==> config.mk <==
export PLATFORM = sky130hd
export DESIGN_NAME = pipeline_0_fetch
export DESIGN_NICKNAME = d
export VERILOG_FILES = /design/src/rtl/pipeline_0_fetch.sv
export SDC_FILE = /design/constraint.sdc
export NUM_CORES = 1
export LEC_CHECK = 0
export BUFFER_PORTS_ARGS = -buffer_cell sky130_fd_sc_hd__buf_2
export CAP_MARGIN = 40
export CORE_MARGIN = 2
export CORE_UTILIZATION = 47
export DETAILED_ROUTE_END_ITERATION = 12
export PLACE_DENSITY_LB_ADDON = 0.2
export SYNTH_ARGS = -nofsm -noshare
export SYNTH_HDL_FRONTEND = slang
export SYNTH_SLANG_ARGS = --single-unit
==> constraint.sdc <==
create_clock -name clk -period 1.38 [get_ports clk]
set_input_delay 0.207 -clock clk [delete_from_list [all_inputs] [get_ports clk]]
set_output_delay 0.207 -clock clk [all_outputs]
set_load 0.02 [all_outputs]
==> src/rtl/pipeline_0_fetch.sv <==
// Purpose      : instruction-fetch stage; owns the PC, reads a 1-cycle sync imem, presents instr/pc/valid.
// Latency      : 1 cycle from read issue to presentation; one instruction per cycle while update=1.
// Backpressure : update=0 parks the presented word in a one-entry hold buffer and stops issuing reads.
//
// Ports:
//   clk, rst          clock and async active-low reset
//   update            downstream accepts the presented instruction this cycle
//   branch_taken/_target  redirect request and address (wins over everything)
//   halt_req          stop fetching until the next redirect
//   mem_addr/mem_rd   read request to instruction memory; mem_rdata returns next cycle
//   instr_out/pc_out/valid_out  presented slot (zeros when not valid)
//   halted            stage is in HALT
module pipeline_0_fetch #(
  parameter int              PC_W     = 8,
  parameter logic [PC_W-1:0] RESET_PC = '0
) (
  input  logic            clk,
  input  logic            rst,
  input  logic            update,
  input  logic            branch_taken,
  input  logic [PC_W-1:0] branch_target,
  input  logic            halt_req,
  input  logic [15:0]     mem_rdata,
  output logic [PC_W-1:0] mem_addr,
  output logic            mem_rd,
  output logic [15:0]     instr_out,
  output logic [PC_W-1:0] pc_out,
  output logic            valid_out,
  output logic            halted
);

  typedef enum logic {ST_RUN, ST_HALT} state_t;

  localparam logic [PC_W-1:0] PC_ONE = PC_W'(1);

  state_t          state_q,       state_d;
  logic [PC_W-1:0] fetch_pc_q,    fetch_pc_d;
  logic            inflight_q,    inflight_d;
  logic [PC_W-1:0] inflight_pc_q, inflight_pc_d;
  logic            hold_vld_q,    hold_vld_d;
  logic [15:0]     hold_instr_q,  hold_instr_d;
  logic [PC_W-1:0] hold_pc_q,     hold_pc_d;

  logic            slot_vld;
  logic [15:0]     slot_instr;
  logic [PC_W-1:0] slot_pc;
  logic            pres_vld;
  logic            rd_c;
  logic [PC_W-1:0] addr_c;

  always_ff @(posedge clk or negedge rst) begin
    if (!rst) begin
      state_q       <= ST_RUN;
      fetch_pc_q    <= RESET_PC;
      inflight_q    <= 1'b0;
      inflight_pc_q <= '0;
      hold_vld_q    <= 1'b0;
      hold_instr_q  <= '0;
      hold_pc_q     <= '0;
    end else begin
      state_q       <= state_d;
      fetch_pc_q    <= fetch_pc_d;
      inflight_q    <= inflight_d;
      inflight_pc_q <= inflight_pc_d;
      hold_vld_q    <= hold_vld_d;
      hold_instr_q  <= hold_instr_d;
      hold_pc_q     <= hold_pc_d;
    end
  end

  always_comb begin
    state_d       = state_q;
    fetch_pc_d    = fetch_pc_q;
    inflight_d    = inflight_q;
    inflight_pc_d = inflight_pc_q;
    hold_vld_d    = hold_vld_q;
    hold_instr_d  = hold_instr_q;
    hold_pc_d     = hold_pc_q;
    rd_c          = 1'b0;
    addr_c        = fetch_pc_q;

    // The hold buffer always takes precedence: it holds the older word.
    slot_vld   = 1'b0;
    slot_instr = '0;
    slot_pc    = '0;
    if (hold_vld_q) begin
      slot_vld   = 1'b1;
      slot_instr = hold_instr_q;
      slot_pc    = hold_pc_q;
    end else if (inflight_q) begin
      slot_vld   = 1'b1;
      slot_instr = mem_rdata;
      slot_pc    = inflight_pc_q;
    end

    // A redirect turns the current slot into wrong-path, so it is never presented.
    pres_vld = slot_vld && !branch_taken && (state_q == ST_RUN);

    if (branch_taken) begin
      hold_vld_d    = 1'b0;
      rd_c          = 1'b1;
      addr_c        = branch_target;
      inflight_d    = 1'b1;
      inflight_pc_d = branch_target;
      fetch_pc_d    = branch_target + PC_ONE;
      state_d       = ST_RUN;
    end else if (state_q == ST_HALT) begin
      inflight_d = 1'b0;
      hold_vld_d = 1'b0;
    end else begin
      // Issue whenever the slot will be free next cycle: either consumed now or empty.
      if (update || !pres_vld) begin
        rd_c          = 1'b1;
        inflight_d    = 1'b1;
        inflight_pc_d = fetch_pc_q;
        fetch_pc_d    = fetch_pc_q + PC_ONE;
      end else begin
        inflight_d = 1'b0;
      end

      // Memory data is only valid for one cycle, so a stalled word must be parked.
      if (!update && !hold_vld_q && inflight_q) begin
        hold_vld_d   = 1'b1;
        hold_instr_d = mem_rdata;
        hold_pc_d    = inflight_pc_q;
      end

      if (update && hold_vld_q) begin
        hold_vld_d = 1'b0;
      end

      // Whatever is presented this cycle is still accepted if update=1; nothing else survives.
      if (halt_req) begin
        state_d    = ST_HALT;
        inflight_d = 1'b0;
        hold_vld_d = 1'b0;
      end
    end
  end

  // Outputs are gated by rst so they read as idle the instant reset is asserted,
  // independent of what the inputs are doing during reset.
  assign mem_rd    = rst && rd_c;
  assign mem_addr  = addr_c;
  assign valid_out = rst && pres_vld;
  assign instr_out = valid_out ? slot_instr : 16'h0000;
  assign pc_out    = valid_out ? slot_pc : '0;
  assign halted    = (state_q == ST_HALT);

endmodule

==> flow_summary.ini, run 1 <==
[global_route]
grt.total_usage = 0.2079
grt_use_met2 = 0.3581
gr-total-overflow = 0
grt_start_max_net_pins = 44
grt_antenna_before_repair = 0
gr_busiest_metal = met2
use_met3 = 0.05556
grt_pass1_wl_mm = 8.721
first_global_vias = 1929
gr-usage-met1 = 0.2566

[layout]
fillers = 271
nets = 352
layout_common_cells = buf_6 (40), dfrtp_1 (39), buf_4 (33)
drive_gt1_frac = 0.6409
instances_no_fill = 390
final_util = 0.8085
layout.cells.most_common = buf_6
area_growth_pct = 66.05
antenna_cells = 0

[power_and_ir_drop]
powerDensity_nw_per_um2 = 1132
p_leak_nw = 1.692
power.ir.vdd_worst_uv = 893.1

[cts]
numCtsBuffers = 5
tritoncts_clock_tree = yes
h_tree_levels = 2
max-clock-path-buffers = 2
clockRootBuffer = clkbuf_8
clkTransAtPathRegs_ps = 90
clock_sink_total = 43
clkLatencyLatePin_ps = 310

[setup_path]
path_delay_family = flip-flops
timing.critical_path.slowest_stage_cell = dfrtp_2
critPathKind = reg -> out
launching_element_type_of_the_critical_path = flip-flop
path_buf_inv = 2
crit_chain = buf_6 > a22oi_1 > nor2_4 > buf_6
cpMostUsedCell = buf_6
endpoint_kind = primary output
worstPathMaxFanout = 24
worst_ep_arrival_time_ps = 1590
cp_slowest_stage_delay_ps = 480
timing.critical_path.required_ps = 1170

[logic_synthesis]
avg_synthesized_cell_area_um2 = 10.60
synth_top_area_frac = 0.4679
yosys.area.top_type = dfrtp_1
number_of_enable_type_register_cells_in_the_synthesized_netlist = 0
syn-instance-count = 217
synthTopCellsByArea = dfrtp_1 (47%), mux2_1 (9.8%), a22oi_1 (8.2%), nor2_1 (8.0%), mux2_2 (4.9%)
async_reset_ff_frac = 1.000
synth-main-ff-cell = dfrtp_1
post_synth_num_cell_types = 38
ys_seq_area_frac = 0.4679
yosys_warnings = 0
synth_fp_nets = 247
synth.ff_latch_count = 43
mappedNetlistArea_um2 = 2300

[placement]
gp_congestion = 0.9004
dpl_worst_slack_ps = -106.5
io_buffers = 63
detailed_place_hpwl_mm = 3.651
dp.cells = 355

[routing]
detailroute.via_count = 2142
route.detailed.drc = 0
final_wirelength_mm = 7.611
route.antenna.remaining_nets = 0
detail_route.iter0.violations = 142
vias_per_cell = 5.492
detail_route.first_pass.iterations = 4
route.detailed.wl_per_inst_um = 19.52

[hold_path]
hold_path_class = in -> async

[timing]
hold_viol_final = 0
finalHoldWorstSlack_ps = 23.08
finalSetupViolCount = 63
finClkSkew_ps = 6.041
max_clock_freq_mhz = 556.2
layout_worst_path_cycle_share = 1.303
max_slew_headroom = 0.6373
layout_setup_ws_ps = -418.0
worst_pin_slew_ps = 544.1
finalMaxSlewViolations = 0
final_min_period_ps = 1798
grt_setup_unrepaired = yes
setup_total_negative_slack_ps = -17910

[floorplan]
core-area_um2 = 4723
dieHeight_um = 73.95
placementRows = 25
start_util = 0.4869
num_io_pins = 64
die_w_um = 73.95
die_ar_um2 = 5469

[outcome]
outcome = finished, violations left
violations_in_the_final_reports = setup timing

[flow_run]
drv.max_cap_violation_count = 0
cells by family (layout without fill, tap and decap cells):
group / count (synthesis) / count (layout) / synth area share
simple gates: 71 / 71 / 0.1502
flops: 43 / 43 / 0.4679
compound gates: 42 / 42 / 0.1360
mux: 33 / 33 / 0.1600
buf+inv: 20 / 126 / 0.05386
xor+xnor: 7 / 7 / 0.02666
fa+ha+maj: 1 / 1 / 0.005440
synthesized netlist by cell type (4+ instances only):
| cell type | count |
|---|---|
| nor2_1 | 49 |
| a21oi_1 | 6 |
| xnor2_1 | 6 |
| a22oi_1 | 25 |
| mux2_2 | 10 |
| buf_2 | 4 |
| nand3_1 | 4 |
| inv_1 | 6 |
| mux2_1 | 20 |
| nand2_1 | 6 |
| dfrtp_1 | 43 |
flip-flops by register name, summed over array words and instances, names as in the netlist:
signal	flops
hold_instr_q	16
halted	1
hold_pc_q	8
inflight_q	1
fetch_pc_q	8
inflight_pc_q	8
hold_vld_q	1
where the power goes:
| group | switching [mW] | leakage, nW | total [mW] | internal (mW) |
|---|---|---|---|---|
| Combinational | 0.769 | 1.15 | 1.70 | 0.927 |
| Sequential | 0.211 | 0.501 | 1.80 | 1.58 |
| Clock | 0.476 | 0.0412 | 0.831 | 0.355 |
| Total | 1.46 | 1.69 | 4.32 | 2.87 |
layer usage:
layer  routed length (um)  share of wire
met4                  199          0.026
met3                  286          0.038
met5                    0              0
met2                 4069           0.53
met1                 3055           0.40
stage by stage:
step                      power [mW]  cell area [um^2]
after floorplan                2.498              2502
after global routing           4.513              3819
after global placement         2.828              2970
after CTS                      3.829              3298
after detailed placement       2.868              2970
final                          4.321              3819
final timing paths:
path / startpoint / to / slack (ps) / cells past startpoint
min in group clk: halt_req / hold_vld_q$_DFFE_PN0P_ / 110 / 2
max in group asynchronous: rst / fetch_pc_q[2]$_DFFE_PN0P_ / 950 / 2
max reg2reg: hold_vld_q$_DFFE_PN0P_ / hold_instr_q[7]$_DFFE_PN0P_ / -320 / 6
max: hold_vld_q$_DFFE_PN0P_ / instr_out[4] / -420 / 4
min reg2reg: hold_pc_q[3]$_DFFE_PN0P_ / hold_pc_q[3]$_DFFE_PN0P_ / 520 / 1
min: rst / inflight_q$_DFF_PN0_ / 20 / 2
area by class of cell:
| class | instances | area (um^2) | share of cell area |
|---|---|---|---|
| flip-flops and latches | 43 | 1081 | 0.2831 |
| clock buffers | 6 | 72.57 | 0.01900 |
| inverters | 6 | 32.53 | 0.008519 |
| multi-input cells | 154 | 1505 | 0.3942 |
| clock inverters | 2 | 12.51 | 0.003277 |
| repair buffers | 112 | 1031 | 0.2700 |
| well taps | 67 | 83.83 | 0.02195 |
what timing repair did:
item | 4_1_cts | 5_1_grt
buffers inserted | 9 | 12
hold buffers | 0 | 0
endpoints found under the setup margin | 65 | 69
cloned | 1 | 6
pin swaps | 1 | 19
resized for setup | 49 | 107
Power figures use the tool's default switching activity.
==> run 2: changes to the inputs <==
--- a/config.mk
+++ b/config.mk
@@ -11,6 +11,7 @@
 export CORE_UTILIZATION = 47
 export DETAILED_ROUTE_END_ITERATION = 12
 export PLACE_DENSITY_LB_ADDON = 0.2
+export SKIP_CTS_REPAIR_TIMING = 1
 export SYNTH_ARGS = -nofsm -noshare
 export SYNTH_HDL_FRONTEND = slang
 export SYNTH_SLANG_ARGS = --single-unit
==> run 2 against run 1 <==
The flow still finishes with violations (setup timing). Core utilization fell by 4.3 points. Combinational power fell by 9%. Global-route usage fell by 1.4 points. Critical path depth rose by 2. Routed wire length fell by 15%. Flip-flop and latch count did not move. Sequential power barely moved. Worst hold slack got worse by 2.7 ps. Sequential share of layout area rose by 1.6 points. Register-to-register slack improved by 20 ps. Non-clock buffer count fell by 8. Critical endpoint is now instr_out[0].
==> flow_summary.ini, run 2 (synthesis results as in run 1) <==
[timing]
max_slew_headroom = 0.6368
finalMaxSlewViolations = 0
layout_setup_ws_ps = -368.1
grt_setup_unrepaired = yes
max_clock_freq_mhz = 572.1
setup_total_negative_slack_ps = -15980
finClkSkew_ps = 9.961
layout_worst_path_cycle_share = 1.267
worst_pin_slew_ps = 544.8
hold_viol_final = 0
finalSetupViolCount = 55
final_min_period_ps = 1748

[setup_path]
launching_element_type_of_the_critical_path = flip-flop
timing.critical_path.required_ps = 1170
cp_slowest_stage_delay_ps = 420
path_buf_inv = 3
crit_chain = nor2_4 > o211ai_1 > buf_4 > buf_12 > nor2_2 > buf_6
critPathKind = reg -> out
worstPathMaxFanout = 12
timing.critical_path.slowest_stage_cell = dfrtp_2
path_delay_family = buffers and inverters
worst_ep_arrival_time_ps = 1540
endpoint_kind = primary output

[power_and_ir_drop]
swShare = 0.3250
power_frac_comb = 0.373
p_clk_frac = 0.194
cell_internal_pwr_mw = 2.797
share_seq_of_total_power = 0.433
total_switching_power_mw = 1.347
powerDensity_nw_per_um2 = 1146
power.ir.vdd_worst_uv = 872.0
p_leak_nw = 1.629

[floorplan]
num_io_pins = 64
placementRows = 25
start_util = 0.4869
core-area_um2 = 4723
die_w_um = 73.95
dieHeight_um = 73.95
die_ar_um2 = 5469

[routing]
final_wirelength_mm = 6.507
detailroute.via_count = 2022
route.detailed.drc = 0
vias_per_cell = 5.293
detail_route.iter0.violations = 140
route.detailed.wl_per_inst_um = 17.03
detail_route.first_pass.iterations = 4
route.antenna.remaining_nets = 0

[cts]
h_tree_levels = 2
clkLatencyLatePin_ps = 300
clock_sink_total = 43
clkTransAtPathRegs_ps = 90
numCtsBuffers = 5
max-clock-path-buffers = 2
clockRootBuffer = clkbuf_8
tritoncts_clock_tree = yes

[layout]
layout_common_cells = dfrtp_1 (39), buf_6 (33), buf_4 (33)
largest_register_ff_count = 16
nets = 344
largest_register = hold_instr_q
area_growth_pct = 57.18
antenna_cells = 0
drive_gt1_frac = 0.5905
instances_no_fill = 382
fillers = 313
layout.cells.most_common = dfrtp_1

[global_route]
grt_pass1_wl_mm = 8.121
grt.total_usage = 0.1935
grt_antenna_before_repair = 0
gr-total-overflow = 0
grt_start_max_net_pins = 44
first_global_vias = 1763

[placement]
dp.cells = 355
gp_congestion = 0.9004
detailed_place_hpwl_mm = 3.651
io_buffers = 63

[outcome]
outcome = finished, violations left
violations_in_the_final_reports = setup timing

[flow_run]
drv.max_cap_violation_count = 0

[hold_path]
hold_path_class = in -> async
run 2: cell types whose count changed in the layout (fill, tap and decap cells not counted), moves of 2 or more:
cell / delta
nor2_1: +3
nor2_4: -3
a22oi_2: -4
buf_8: -2
inv_1: +2
a21oi_1: +3
buf_2: +3
a22oi_1: +4
a21oi_2: -2
buf_6: -7
run 2: path summary, 6_finish.rpt:
| kind | slack [ps] | endpoint | cells after the start | startpoint |
|---|---|---|---|---|
| worst max-delay path | -370 | instr_out[0] | 6 | halted$_DFF_PN0_ |
| worst min-delay path | 20 | hold_instr_q[4]$_DFFE_PN0P_ | 2 | rst |
| worst max register to register | -300 | hold_pc_q[6]$_DFFE_PN0P_ | 6 | hold_vld_q$_DFFE_PN0P_ |
| worst min register to register | 490 | fetch_pc_q[7]$_DFFE_PN0P_ | 2 | fetch_pc_q[7]$_DFFE_PN0P_ |
| max in group asynchronous | 950 | fetch_pc_q[2]$_DFFE_PN0P_ | 2 | rst |
| min in group clk | 110 | hold_vld_q$_DFFE_PN0P_ | 2 | halt_req |
run 2: power groups by stage:
stage | sequential (mW) | clock [mW] | combinational, mW
finish | 1.79 | 0.804 | 1.55
floorplan | 1.77 | 0 | 0.732
global placement | 1.79 | 0 | 1.04
detailed placement | 1.81 | 0 | 1.06
CTS | 1.78 | 0.807 | 1.07
global route | 1.84 | 0.881 | 1.65
run 2: layout make-up:
cell class                 count  area, um^2  area share
multi-input combinational    154        1425      0.3943
sequential                    43        1081      0.2991
timing repair buffer         104       909.6      0.2516
tap                           67       83.83     0.02319
clock buffer                   6       72.57     0.02008
inverter                       6       30.03    0.008307
clock inverter                 2       12.51    0.003461
run 2: per-layer routing:
layer	up-vias	track usage	routed length, um
li1	963	-	-
met1	999	0.2406	2746
met2	56	0.3413	3442
met3	4	0.04878	273
met4	0	0.04242	44
met5	-	0	0
run 2: stage by stage:
stage | area [um^2] | hold slack [ps] | utilization | setup WS (ps) | power (mW)
6_report | 3615 | 20.39 | 0.7653 | -368.1 | 4.144
5_1_grt | 3615 | 73.29 | 0.7653 | -461.0 | 4.367
4_1_cts | 3055 | 46.00 | 0.6469 | -426.9 | 3.652
3_5_place_dp | 2970 | 371.3 | 0.6289 | -106.5 | 2.868
3_3_place_gp | 2970 | 374.3 | 0.6289 | -72.33 | 2.828
2_1_floorplan | 2502 | -88.59 | - | -145.0 | 2.498
